**config.mk**
```make
export PLATFORM = sky130hd
export DESIGN_NAME = if_fetch_queue
export DESIGN_NICKNAME = d
export VERILOG_FILES = /design/src/rtl/if_fetch_queue.sv
export SDC_FILE = /design/constraint.sdc
export NUM_CORES = 1
export LEC_CHECK = 0
export ABC_AREA = 1
export ABC_CLOCK_PERIOD_IN_PS = 10900
export CORE_ASPECT_RATIO = 0.5
export CORE_UTILIZATION = 25
export CTS_BUF_LIST = sky130_fd_sc_hd__clkbuf_8
export DETAILED_ROUTE_END_ITERATION = 10
export GPL_TIMING_DRIVEN = 0
export PLACE_DENSITY = 0.45
export REMOVE_ABC_BUFFERS = 1
export SETUP_SLACK_MARGIN = 0.3
export SKIP_CTS_REPAIR_TIMING = 1
export SYNTH_ARGS = -nofsm -noshare
export SYNTH_HDL_FRONTEND = slang
export SYNTH_SLANG_ARGS = --single-unit
```
**constraint.sdc**
```tcl
create_clock -name clk -period 10.9 [get_ports clk]
set_clock_uncertainty 0.05 [all_clocks]
set_input_delay 1.09 -clock clk [delete_from_list [all_inputs] [get_ports clk]]
set_output_delay 1.09 -clock clk [all_outputs]
set_load 0.01 [all_outputs]
```
**src/rtl/if_fetch_queue.sv**
```systemverilog
// Instruction-fetch stage: issues I-memory reads for the current PC and buffers {inst, pc} in a small FIFO toward ID.
// Optional feature: define IFQ_BYPASS_EN for a zero-latency path from imem_rdata_i to ID when the FIFO is empty.
module if_fetch_queue #(
    parameter int DEPTH = 2
) (
    input  logic                     clk,
    input  logic                     rst,
    input  logic [31:0]              pc_i,
    output logic                     pc_write_o,
    input  logic                     flush_i,
    output logic                     imem_ren_o,
    output logic [29:0]              imem_addr_o,
    input  logic                     imem_stall_i,
    input  logic [31:0]              imem_rdata_i,
    output logic                     id_valid_o,
    input  logic                     id_ready_i,
    output logic [31:0]              id_inst_o,
    output logic [31:0]              id_pc_o,
    output logic [$clog2(DEPTH):0]   count_o
);

    localparam int AW = $clog2(DEPTH);
    localparam int CW = AW + 1;
    localparam logic [AW-1:0] PTR_ONE = AW'(1'b1);
    localparam logic [CW-1:0] CNT_ONE = CW'(1'b1);
    localparam logic [CW-1:0] CNT_FULL = CW'(DEPTH);

    localparam logic [1:0] ST_IDLE = 2'd0;
    localparam logic [1:0] ST_WAIT = 2'd1;
    localparam logic [1:0] ST_DROP = 2'd2;

    logic [1:0]    state_r;
    logic [1:0]    state_nxt_s;
    logic [31:0]   req_pc_r;
    logic [AW-1:0] wr_ptr_r;
    logic [AW-1:0] rd_ptr_r;
    logic [CW-1:0] count_r;
    logic [31:0]   inst_mem_r [DEPTH];
    logic [31:0]   pc_mem_r   [DEPTH];

    logic          full_s;
    logic          empty_s;
    logic          ren_s;
    logic          fire_s;
    logic          push_s;
    logic          bypass_s;
    logic          wr_en_s;
    logic          rd_en_s;
    logic [31:0]   fetch_pc_s;

    assign full_s  = (count_r == CNT_FULL);
    assign empty_s = (count_r == {CW{1'b0}});

    // Request generation: a new fetch only from IDLE when there is room; an outstanding miss keeps ren high.
    always_comb begin
        ren_s      = 1'b0;
        fetch_pc_s = 32'd0;
        if (rst) begin
            ren_s      = 1'b0;
            fetch_pc_s = 32'd0;
        end else begin
            case (state_r)
                ST_IDLE: begin
                    ren_s      = ~full_s & ~flush_i;
                    fetch_pc_s = pc_i;
                end
                ST_WAIT, ST_DROP: begin
                    ren_s      = 1'b1;
                    fetch_pc_s = req_pc_r;
                end
                default: begin
                    ren_s      = 1'b0;
                    fetch_pc_s = pc_i;
                end
            endcase
        end
    end

    assign fire_s      = ren_s & ~imem_stall_i;
    assign push_s      = fire_s & (state_r != ST_DROP) & ~flush_i;
    assign imem_ren_o  = ren_s;
    assign imem_addr_o = fetch_pc_s[31:2];
    assign pc_write_o  = push_s;

`ifdef IFQ_BYPASS_EN
    assign bypass_s  = push_s & empty_s & id_ready_i;
    assign id_inst_o = bypass_s ? imem_rdata_i : inst_mem_r[rd_ptr_r];
    assign id_pc_o   = bypass_s ? fetch_pc_s   : pc_mem_r[rd_ptr_r];
`else
    assign bypass_s  = 1'b0;
    assign id_inst_o = inst_mem_r[rd_ptr_r];
    assign id_pc_o   = pc_mem_r[rd_ptr_r];
`endif

    assign id_valid_o = ~empty_s | bypass_s;
    assign wr_en_s    = push_s & ~bypass_s;
    assign rd_en_s    = ~empty_s & id_ready_i & ~flush_i;
    assign count_o    = count_r;

    // Miss tracking: a flush during a stall turns the pending result into one to be thrown away.
    always_comb begin
        state_nxt_s = state_r;
        case (state_r)
            ST_IDLE: begin
                if (ren_s & imem_stall_i) begin
                    state_nxt_s = ST_WAIT;
                end else begin
                    state_nxt_s = ST_IDLE;
                end
            end
            ST_WAIT: begin
                if (~imem_stall_i) begin
                    state_nxt_s = ST_IDLE;
                end else if (flush_i) begin
                    state_nxt_s = ST_DROP;
                end else begin
                    state_nxt_s = ST_WAIT;
                end
            end
            ST_DROP: begin
                if (~imem_stall_i) begin
                    state_nxt_s = ST_IDLE;
                end else begin
                    state_nxt_s = ST_DROP;
                end
            end
            default: state_nxt_s = ST_IDLE;
        endcase
    end

    // State register and held request PC for the duration of a miss.
    always_ff @(posedge clk or posedge rst) begin
        if (rst) begin
            state_r  <= ST_IDLE;
            req_pc_r <= 32'd0;
        end else begin
            state_r <= state_nxt_s;
            if ((state_r == ST_IDLE) && ren_s && imem_stall_i) begin
                req_pc_r <= pc_i;
            end else begin
                req_pc_r <= req_pc_r;
            end
        end
    end

    // FIFO pointers and occupancy; a flush wins over any simultaneous push or pop.
    always_ff @(posedge clk or posedge rst) begin
        if (rst) begin
            wr_ptr_r <= {AW{1'b0}};
            rd_ptr_r <= {AW{1'b0}};
            count_r  <= {CW{1'b0}};
        end else if (flush_i) begin
            wr_ptr_r <= {AW{1'b0}};
            rd_ptr_r <= {AW{1'b0}};
            count_r  <= {CW{1'b0}};
        end else begin
            if (wr_en_s) begin
                wr_ptr_r <= wr_ptr_r + PTR_ONE;
            end
            if (rd_en_s) begin
                rd_ptr_r <= rd_ptr_r + PTR_ONE;
            end
            case ({wr_en_s, rd_en_s})
                2'b10:   count_r <= count_r + CNT_ONE;
                2'b01:   count_r <= count_r - CNT_ONE;
                default: count_r <= count_r;
            endcase
        end
    end

    // FIFO storage, cleared on reset so the ID outputs read as zero while held in reset.
    always_ff @(posedge clk or posedge rst) begin
        if (rst) begin
            for (int i = 0; i < DEPTH; i++) begin
                inst_mem_r[i] <= 32'd0;
                pc_mem_r[i]   <= 32'd0;
            end
        end else if (wr_en_s) begin
            inst_mem_r[wr_ptr_r] <= imem_rdata_i;
            pc_mem_r[wr_ptr_r]   <= fetch_pc_s;
        end
    end

endmodule
```
Word-level counts from Yosys, hierarchy flattened --
Cells that the tools add are included.
Storage, ports and cells: bits in registers 166, input bits 69, output and inout port bits 99, word-level logic and storage cells 69
Cells by class: add/sub/neg operators 4, order comparisons 3, equality and inequality tests 6, muxes and demuxes 25, bitwise operators 13, reductions and logical operators 9
Operators by type and width (count):
- 32-bit two-way mux | 9
- 64-bit bitwise mux | 2
- 32-bit demux with 1-bit select | 1
- 2-bit two-way mux | 4
- 1-bit bitwise AND | 7
- 2-bit equality test, second input constant | 3
- 1-bit two-way mux | 6
- 2-bit one-hot mux with 3 select lines | 1
- 2-bit by 1-bit equality test with 1-bit output, second input constant | 2
- 2-bit >= comparator, second input constant | 2
- 2-bit logical NOT | 2
- 1-bit inverter | 4
- 1-bit inverter with 2-bit output | 2
- 2-bit one-hot mux with 2 select lines | 1
- 2-bit nonzero test | 2
- 1-bit logical AND | 3
- 3-bit nonzero test | 1
- 1-bit adder, second input constant | 2
- 2-bit by 1-bit adder with 2-bit output, second input constant | 1
- 2-bit by 1-bit less-than comparator with 1-bit output, second input constant | 1
- 2-bit inequality test, second input constant | 1
- 1-bit one-hot mux with 2 select lines | 1
- 2-bit OR reduction | 1
- 2-bit by 1-bit subtractor with 2-bit output, second input constant | 1

Logic depth before layout (Yosys ltp) --
Gate-level depths: netlist (run 1).
word-level depth 11, mapped depth 13, gate-level depth less buffers 12

Worst setup path after synthesis (run 1) --
Ideal clock, no wire load.
kind input port to output port, from input rst, to output imem_addr_o[0], data arrival time 7195 ps, required time 9760 ps, path slack 2565 ps, stages on the path 5, buffers on the path 2, cells stage by stage inv_1 -> clkbuf_1 -> o21ai_0 -> a21oi_1 -> buf_4
On the way: longest elaborated chain between the ends 1
Ends and longest elaborated chain:
- start: declaration | line 7 | input logic rst,
- 32-bit two-way mux | line 58 | if (rst) begin
- end: declaration | line 12 | output logic [29:0] imem_addr_o,
No other way between the ends.

Final worst setup path (run 1) --
from input rst, to output imem_addr_o[5]
The elaborated chain is that of the path after synthesis.

==> impl_metrics.tcl, run 1 <==
set metrics [dict create \
    first_pass_iters 6 \
    nNetsFinal 1181 \
    fin_crit_sh_pct 48.3 \
    synth_top_area_share_pct 53.1 \
    synth_cells 1003 \
    die_h_microns 127 \
    yosys-top-cells-area "dfrtp_1 (53%), nand2_1 (17%), o21ai_0 (7.9%)" \
    die_area_sq_um 32100 \
    hp-class "reg -> reg" \
    synth_fa_ha_area_share_pct 0.640 \
    io_buffers 167 \
    cp_slowest_cell "clkdlybuf4s50_1" \
    num_rows 45 \
    synth_cell_type_count 21 \
    final_max_slew_viol_count 0 \
    max-cap-violations 0 \
    htreeDepth 4 \
    wl_mm 22.1 \
    antenna_found_initial 0 \
    grt_max_degree 119 \
    period_needed_ps 5260 \
    final_common_cell "nand2_1" \
    place_inst 1511 \
    p_int_w 0.00153 \
    hp-start "pc_mem_r[36]$_DFFE_PP0P_" \
    syn_to_final_growth_pct 28.9 \
    yosysSeqAreaShare_pct 53.1 \
    path_cells "clkdlybuf4s50_1 -> buf_16 -> inv_8 -> buf_16 -> o21ai_0 -> a21oi_1 -> clkdlybuf4s50_1" \
    n_antenna_cell 0 \
    slowest_delay_ps 720 \
    final_cell_mix "nand2_1 (361), clkdlybuf4s50_1 (167), dfrtp_1 (165)" \
    gr-total-overflow 0 \
    cts_sinks 166 \
    pwr-share-comb_pct 39.1 \
    utilization_pct 33.0 \
    cts_root_buf "clkbuf_8" \
    path_class "in -> out" \
    synth_mux_area_share_pct 0 \
    wl_met3_microns 678 \
    setup_tns_ps 0 \
    max-slew-margin-rel_pct 12.7 \
    final_hold_viol_count 0 \
    grt_pass1_vias 6607 \
    initial_utilization_pct 25.6 \
    fmax_mhz 190 \
    power_switching_w 0.000828 \
    cts_buffers 17 \
    clkPwrFrac_pct 19.5 \
    postSynthAreaPerCell_sq_um 7.80 \
    postRouteAntennaNets 0 \
    finalNonFillerCells 1543 \
    io_pins 168 \
    rsz0062_at_grt "false" \
    clockBufferDepth 2 \
    synth_area_sq_um 7830 \
    core-area_sq_um 30600 \
    ys_warn_count 0 \
    track_usage_pct 14.3 \
    drc 0 \
    critPathRequiredTime_ps 9760 \
    startpoint_type "input port" \
    seqPwrFrac_pct 41.4 \
    synthSimpleGateAreaFrac_pct 22.6 \
    synth_top_family_by_area "simple AND/OR/NAND/NOR gates" \
    critPathBufInv 5 \
    holdWs_ps 428 \
    ir_drop_v 0.0000805 \
    top_layer "met4" \
    viasPerCell 4.26 \
    p_sw_share_pct 35.1 \
    end_kind "output pin" \
    arrival_ps 4120 \
    synth_xor_area_share_pct 0 \
    clkLatencyLatePin_ps 480 \
    met1_length_mm 10.0 \
    leakagePower_nw 4.91 \
    crit_fanout 106 \
    ys_seq_elements 166 \
    gp_congestion 0.748 \
    worst_pin_slew_ps 1310 \
    synth.largest_area_cell "dfrtp_1" \
    drtIter0Drc 398 \
    cts_tree "built" \
    place.detailed.hpwl_mm 13.8 \
    fp.dieW_microns 252 \
    grt_pass1_wl_mm 35.3 \
    setup_violations 0 \
    cp_top_family "buffers and inverters" \
    cts.clk_slew.worst_paths_ps 90 \
    timing.rr.start "state_r[0]$_DFF_PP0_" \
    status "finished clean" \
    wl_met2_mm 11.0 \
    synth_compound_area_share_pct 12.2 \
    vias 6572 \
    post_drt_wl_per_cell_microns 14.3 \
    crit_start "rst" \
    p_per_area_nw_per_um2 234 \
    drive_above_1_share_pct 4.38 \
]
worst reg2reg max path: stages (launching register included):
cell and delay, ps:
dfrtp_1 390, inv_1 80, ha_1 920, inv_2 630, nand2_1 280, nand3_2 170, nor2_4 460, nand2_4 800
nand2_1 340, o21ai_0 130
synthesized netlist by cell type:
master,number
clkbuf_2,1
dfrtp_1,166
nor2_1,47
nor2_4,1
nand3_1,16
o21ai_0,123
o21ai_2,4
nand3_2,1
inv_1,106
clkbuf_1,41
nor2_2,1
buf_4,31
buf_6,5
a21oi_1,14
o21ai_1,46
ha_1,4
nand2_1,361
buf_2,9
inv_2,2
nand2_4,2
nor3_1,22
cells by family (layout without fill, tap and decap cells):
family	Yosys count	after routing
AND/OR/NAND/NOR	451	451
AO/OA/AOI/OAI	187	187
buffers and inverters	195	312
flip-flops	166	166
adder cells (fa/ha/maj)	4	4
through the flow:
step | area, sq um | setup WS (ps) | power, W
after CTS | 10100 | 5000 | 0.00240
final | 10100 | 5640 | 0.00236
after detailed placement | 9660 | 5050 | 0.00193
after global placement | 9530 | 442 | 0.00189
after floorplan | 7330 | 4270 | 0.00143
after global routing | 10100 | 5310 | 0.00255
worst paths after layout:
check	end	slack, ps	cells after the start
max	imem_addr_o[5]	5640	7
min	pc_mem_r[36]$_DFFE_PP0P_	430	2
max reg2reg	inst_mem_r[37]$_DFFE_PP0P_	6480	9
min reg2reg	pc_mem_r[36]$_DFFE_PP0P_	430	2
max in group asynchronous	inst_mem_r[48]$_DFFE_PP0P_	8360	4
min in group asynchronous	pc_mem_r[46]$_DFFE_PP0P_	1540	3
per-layer routing:
metal  vias to the layer above  global-route usage, %
li1                       3285                      -
met1                      3183                   17.7
met2                        84                   24.8
met3                        20                   3.24
met4                         0                   4.85
met5                         -                      0
registers in the layout (all words and copies together) (netlist names):
register / flops
rd_ptr_r: 1
pc_mem_r: 64
wr_ptr_r: 1
inst_mem_r: 64
count_o: 2
req_pc_r: 32
state_r: 2
power groups by stage:
stage	clock network (W)	logic [W]	registers, W
final	0.000461	0.000922	0.000977
after global routing	0.000510	0.00103	0.00101
after CTS	0.000482	0.000944	0.000977
after detailed placement	0	0.000939	0.000988
after global placement	0	0.000899	0.000992
after floorplan	0	0.000462	0.000965
cell type report:
class,count,area (sq um)
Tap cell,423,529
Timing Repair Buffer,173,1810
Fill cell,3190,20500
Multi-Input combinational cell,642,2780
Clock inverter,12,138
Sequential cell,166,4160
Clock buffer,19,262
Inverter,108,415
No activity file was read; power rests on OpenSTA's default activity.
==> inputs of run 2 (changes only) <==
Settings changed: ABC_CLOCK_PERIOD_IN_PS 10900 to 5100.
Clock period 10.9 ns to 5.1 ns, I/O delays scaled along.
==> impl_metrics.tcl, run 2 (synthesis results as in run 1) <==
set metrics [dict create \
    status "finished clean" \
    drive_above_1_share_pct 4.46 \
    drtIter0Drc 398 \
    nNetsFinal 1181 \
    p_int_w 0.00328 \
    rsz0062_at_grt "false" \
    io_buffers 167 \
    worst_pin_slew_ps 1310 \
    final_cell_mix "nand2_1 (361), clkdlybuf4s50_1 (167), dfrtp_1 (165)" \
    wl_mm 22.1 \
    slowest_delay_ps 680 \
    cts_root_buf "clkbuf_8" \
    place.detailed.hpwl_mm 13.8 \
    final_max_slew_viol_count 0 \
    pwr-share-comb_pct 39.1 \
    max-slew-margin-rel_pct 12.6 \
    arrival_ps 3650 \
    setup_violations 0 \
    final_common_cell "nand2_1" \
    pre_cts_ws_ps 407 \
    leakagePower_nw 4.91 \
    syn_to_final_growth_pct 28.9 \
    period_needed_ps 4210 \
    clkPwrFrac_pct 19.5 \
    clockBufferDepth 2 \
    first_pass_iters 5 \
    cts.clk_slew.worst_paths_ps 90 \
    startpoint_type "flop" \
    r2r_end "inst_mem_r[32]$_DFFE_PP0P_" \
    io_pins 168 \
    gr-total-overflow 0 \
    cp_slowest_cell "ha_2" \
    grt_pass1_wl_mm 35.3 \
    clkLatencyLatePin_ps 480 \
    postRouteAntennaNets 0 \
    vias 6569 \
    placed_area_sq_um 9660 \
    min_to "pc_mem_r[36]$_DFFE_PP0P_" \
    cts_sinks 166 \
    path_cells "inv_1 -> ha_2 -> inv_2 -> nand2_1 -> nand3_2 -> nor2_4 -> clkdlybuf4s50_1" \
    r2r_setup_slack_ps 1090 \
    fmax_mhz 238 \
    hp-start "pc_mem_r[36]$_DFFE_PP0P_" \
    p_sw_share_pct 35.1 \
    grt_max_degree 119 \
    critPathRequiredTime_ps 4540 \
    cp_top_family "buffers and inverters" \
    initial_utilization_pct 25.6 \
    timing.final.ws_setup_ps 894 \
    drc 0 \
    antenna_found_initial 0 \
    track_usage_pct 14.3 \
    max-cap-violations 0 \
    viasPerCell 4.26 \
    post_drt_wl_per_cell_microns 14.3 \
    gp_congestion 0.748 \
    hp-class "reg -> reg" \
    timing.rr.start "state_r[0]$_DFF_PP0_" \
    crit_start "state_r[0]$_DFF_PP0_" \
    holdWs_ps 428 \
    grt_pass1_vias 6607 \
    power_switching_w 0.00177 \
    total_power_w 0.00505 \
    fp.dieW_microns 252 \
    p_per_area_nw_per_um2 500 \
    cts_buffers 17 \
    seqPwrFrac_pct 41.4 \
    path_class "reg -> out" \
    htreeDepth 4 \
    fin_crit_sh_pct 82.5 \
    core-area_sq_um 30600 \
    end_kind "output pin" \
    n_antenna_cell 0 \
    cts_tree "built" \
    final_hold_viol_count 0 \
    critPathBufInv 3 \
    reg2regPathDepth 8 \
    crit_fanout 44 \
    ir_drop_v 0.000172 \
    design_area_sq_um 10100 \
    num_rows 45 \
    hold_path_depth 2 \
    largestRegisters "inst_mem_r x64, pc_mem_r x64, req_pc_r x32" \
    setup_tns_ps 0 \
    die_area_sq_um 32100 \
    die_h_microns 127 \
]
[run 2: layout make-up]
type / instances / area [sq um]
clock buffer: 19 / 262
clock inverter: 12 / 138
fill: 3191 / 20500
inverter: 108 / 415
multi-input combinational: 642 / 2790
sequential: 166 / 4160
tap: 423 / 529
timing repair buffer: 173 / 1810
[run 2: layer usage]
| metal | routed length (microns) | track usage (%) | vias to the layer above |
|---|---|---|---|
| met5 | 0 | 0 | - |
| met4 | 340 | 4.85 | 0 |
| met3 | 650 | 3.24 | 20 |
| li1 | - | - | 3287 |
| met1 | 10100 | 17.7 | 3180 |
| met2 | 11100 | 24.8 | 82 |
[run 2: worst max path at each step]
stage / end / slack, ps / cells past startpoint
floorplan: imem_addr_o[0] / -370 / 3
global placement: imem_addr_o[1] / -4200 / 5
detailed placement: imem_addr_o[4] / 410 / 6
CTS: pc_write_o / 350 / 7
global route: pc_write_o / 560 / 7
finish: pc_write_o / 890 / 7
[run 2: power by group through the flow]
stage               clock network (W)  logic, W  registers [W]
floorplan                           0  0.000988        0.00206
global placement                    0   0.00192        0.00212
detailed placement                  0   0.00201        0.00211
CTS                           0.00103   0.00202        0.00209
global route                  0.00109   0.00221        0.00216
finish                       0.000986   0.00197        0.00209
[run 2: worst min-delay path, stage by stage (launching register included)]
cell	delay (ps)
dfrtp_1	350
nand2_1	50
nand2_1	50
[run 2: through the flow]
stage | util (%) | cells
finish | 33.0 | 1543
CTS | 32.9 | 1542
global route | 33.0 | 1543
global placement | 31.2 | 1506
floorplan | - | 916
detailed placement | 31.6 | 1511
==> inputs of run 3 (changes only) <==
Settings changed: ABC_CLOCK_PERIOD_IN_PS 5100 to 3900.
Clock period 5.1 ns to 3.9 ns, I/O delays scaled along.
==> impl_metrics.tcl, run 3 (synthesis results as in run 1) <==
set metrics [dict create \
    cts.clk_slew.worst_paths_ps 90 \
    max-slew-margin-rel_pct 48.8 \
    wl_mm 22.6 \
    crit_fanout 44 \
    fmax_mhz 299 \
    track_usage_pct 14.4 \
    arrival_ps 2910 \
    r2r_setup_slack_ps 730 \
    pre_cts_ws_ps -597 \
    final_hold_viol_count 0 \
    slowest_delay_ps 580 \
    hp-class "in -> async" \
    grt_max_degree 119 \
    fp.dieW_microns 252 \
    p_per_area_nw_per_um2 651 \
    rsz0062_at_grt "false" \
    io_pins 168 \
    core-area_sq_um 30600 \
    ir_drop_v 0.000227 \
    critPathRequiredTime_ps 3460 \
    final_cell_mix "nand2_1 (361), clkdlybuf4s50_1 (166), dfrtp_1 (165)" \
    grt_pass1_wl_mm 35.4 \
    gr-total-overflow 0 \
    io_buffers 167 \
    drive_above_1_share_pct 4.80 \
    cts_sinks 166 \
    gp_congestion 0.748 \
    setup_violations 0 \
    nNetsFinal 1185 \
    holdWs_ps 316 \
    max-cap-violations 0 \
    status "finished clean" \
    final_common_cell "nand2_1" \
    first_pass_iters 4 \
    crit_start "state_r[0]$_DFF_PP0_" \
    period_needed_ps 3350 \
    postRouteAntennaNets 0 \
    startpoint_type "flop" \
    viasPerCell 4.27 \
    timing.rr.start "state_r[0]$_DFF_PP0_" \
    antenna_found_initial 0 \
    path_cells "inv_1 -> ha_4 -> inv_4 -> nand2_1 -> nand3_2 -> nor2_4 -> clkdlybuf4s50_1" \
    leakagePower_nw 4.94 \
    num_rows 45 \
    syn_to_final_growth_pct 30.0 \
    timing.final.ws_setup_ps 552 \
    n_antenna_cell 0 \
    post_drt_wl_per_cell_microns 14.6 \
    final_max_slew_viol_count 0 \
    cp_slowest_cell "clkdlybuf4s50_1" \
    cts_tree "built" \
    die_area_sq_um 32100 \
    drtIter0Drc 389 \
    drc 0 \
    grt_pass1_vias 6601 \
    cts_buffers 17 \
    fin_crit_sh_pct 85.9 \
    largestRegisters "inst_mem_r x64, pc_mem_r x64, req_pc_r x32" \
    initial_utilization_pct 25.6 \
    path_class "reg -> out" \
    cts_root_buf "clkbuf_8" \
    vias 6610 \
    place.detailed.hpwl_mm 13.8 \
    worst_pin_slew_ps 767 \
    die_h_microns 127 \
    htreeDepth 4 \
    clkLatencyLatePin_ps 490 \
    end_kind "output pin" \
    clockBufferDepth 2 \
]
[run 3: worst max-delay path, delay by kind of cell (launching register included)]
family                     cells  cell delay (ps)
buffers and inverters          3              970
and+or+nand+nor                3              570
adders and majority gates      1              480
DFF                            1              390
[run 3: report_power, final]
| part | switching, W | internal, W |
|---|---|---|
| logic | 0.00135 | 0.00125 |
| registers | 0.000347 | 0.00239 |
| clock network | 0.000643 | 0.000653 |
[run 3: area by class of cell]
class | instances | area [sq um]
inverters | 108 | 423
clock inverters | 12 | 138
well taps | 423 | 529
repair buffers | 177 | 1860
multi-input cells | 642 | 2810
fillers | 3179 | 20400
flip-flops and latches | 166 | 4160
clock buffers | 19 | 262
[run 3: worst paths after layout]
| check | end | cells past startpoint |
|---|---|---|
| worst min register to register | pc_mem_r[36]$_DFFE_PP0P_ | 2 |
| worst max-delay path | pc_write_o | 7 |
| worst max register to register | inst_mem_r[63]$_DFFE_PP0P_ | 10 |
| max in group asynchronous | req_pc_r[13]$_DFFE_PP0P_ | 4 |
| min in group clk | inst_mem_r[15]$_DFFE_PP0P_ | 3 |
| worst min-delay path | pc_mem_r[46]$_DFFE_PP0P_ | 3 |
[run 3: metrics by stage]
stage / setup TNS [ps] / util (%) / power, W / instance area [sq um] / cells
after floorplan: -233020 / - / 0.00399 / 7330 / 916
after global placement: -1080990 / 31.2 / 0.00529 / 9530 / 1506
after detailed placement: -58780 / 31.6 / 0.00539 / 9660 / 1511
after CTS: -69810 / 32.9 / 0.00672 / 10100 / 1542
after global routing: 0 / 33.3 / 0.00715 / 10200 / 1547
final: 0 / 33.3 / 0.00663 / 10200 / 1547
[run 3: layer usage]
metal | up-vias | global-route usage, % | wire (microns)
met5 | - | 0 | 0
met4 | 0 | 4.74 | 336
met3 | 19 | 3.24 | 611
met2 | 86 | 24.8 | 11200
met1 | 3212 | 17.8 | 10400
li1 | 3293 | - | -
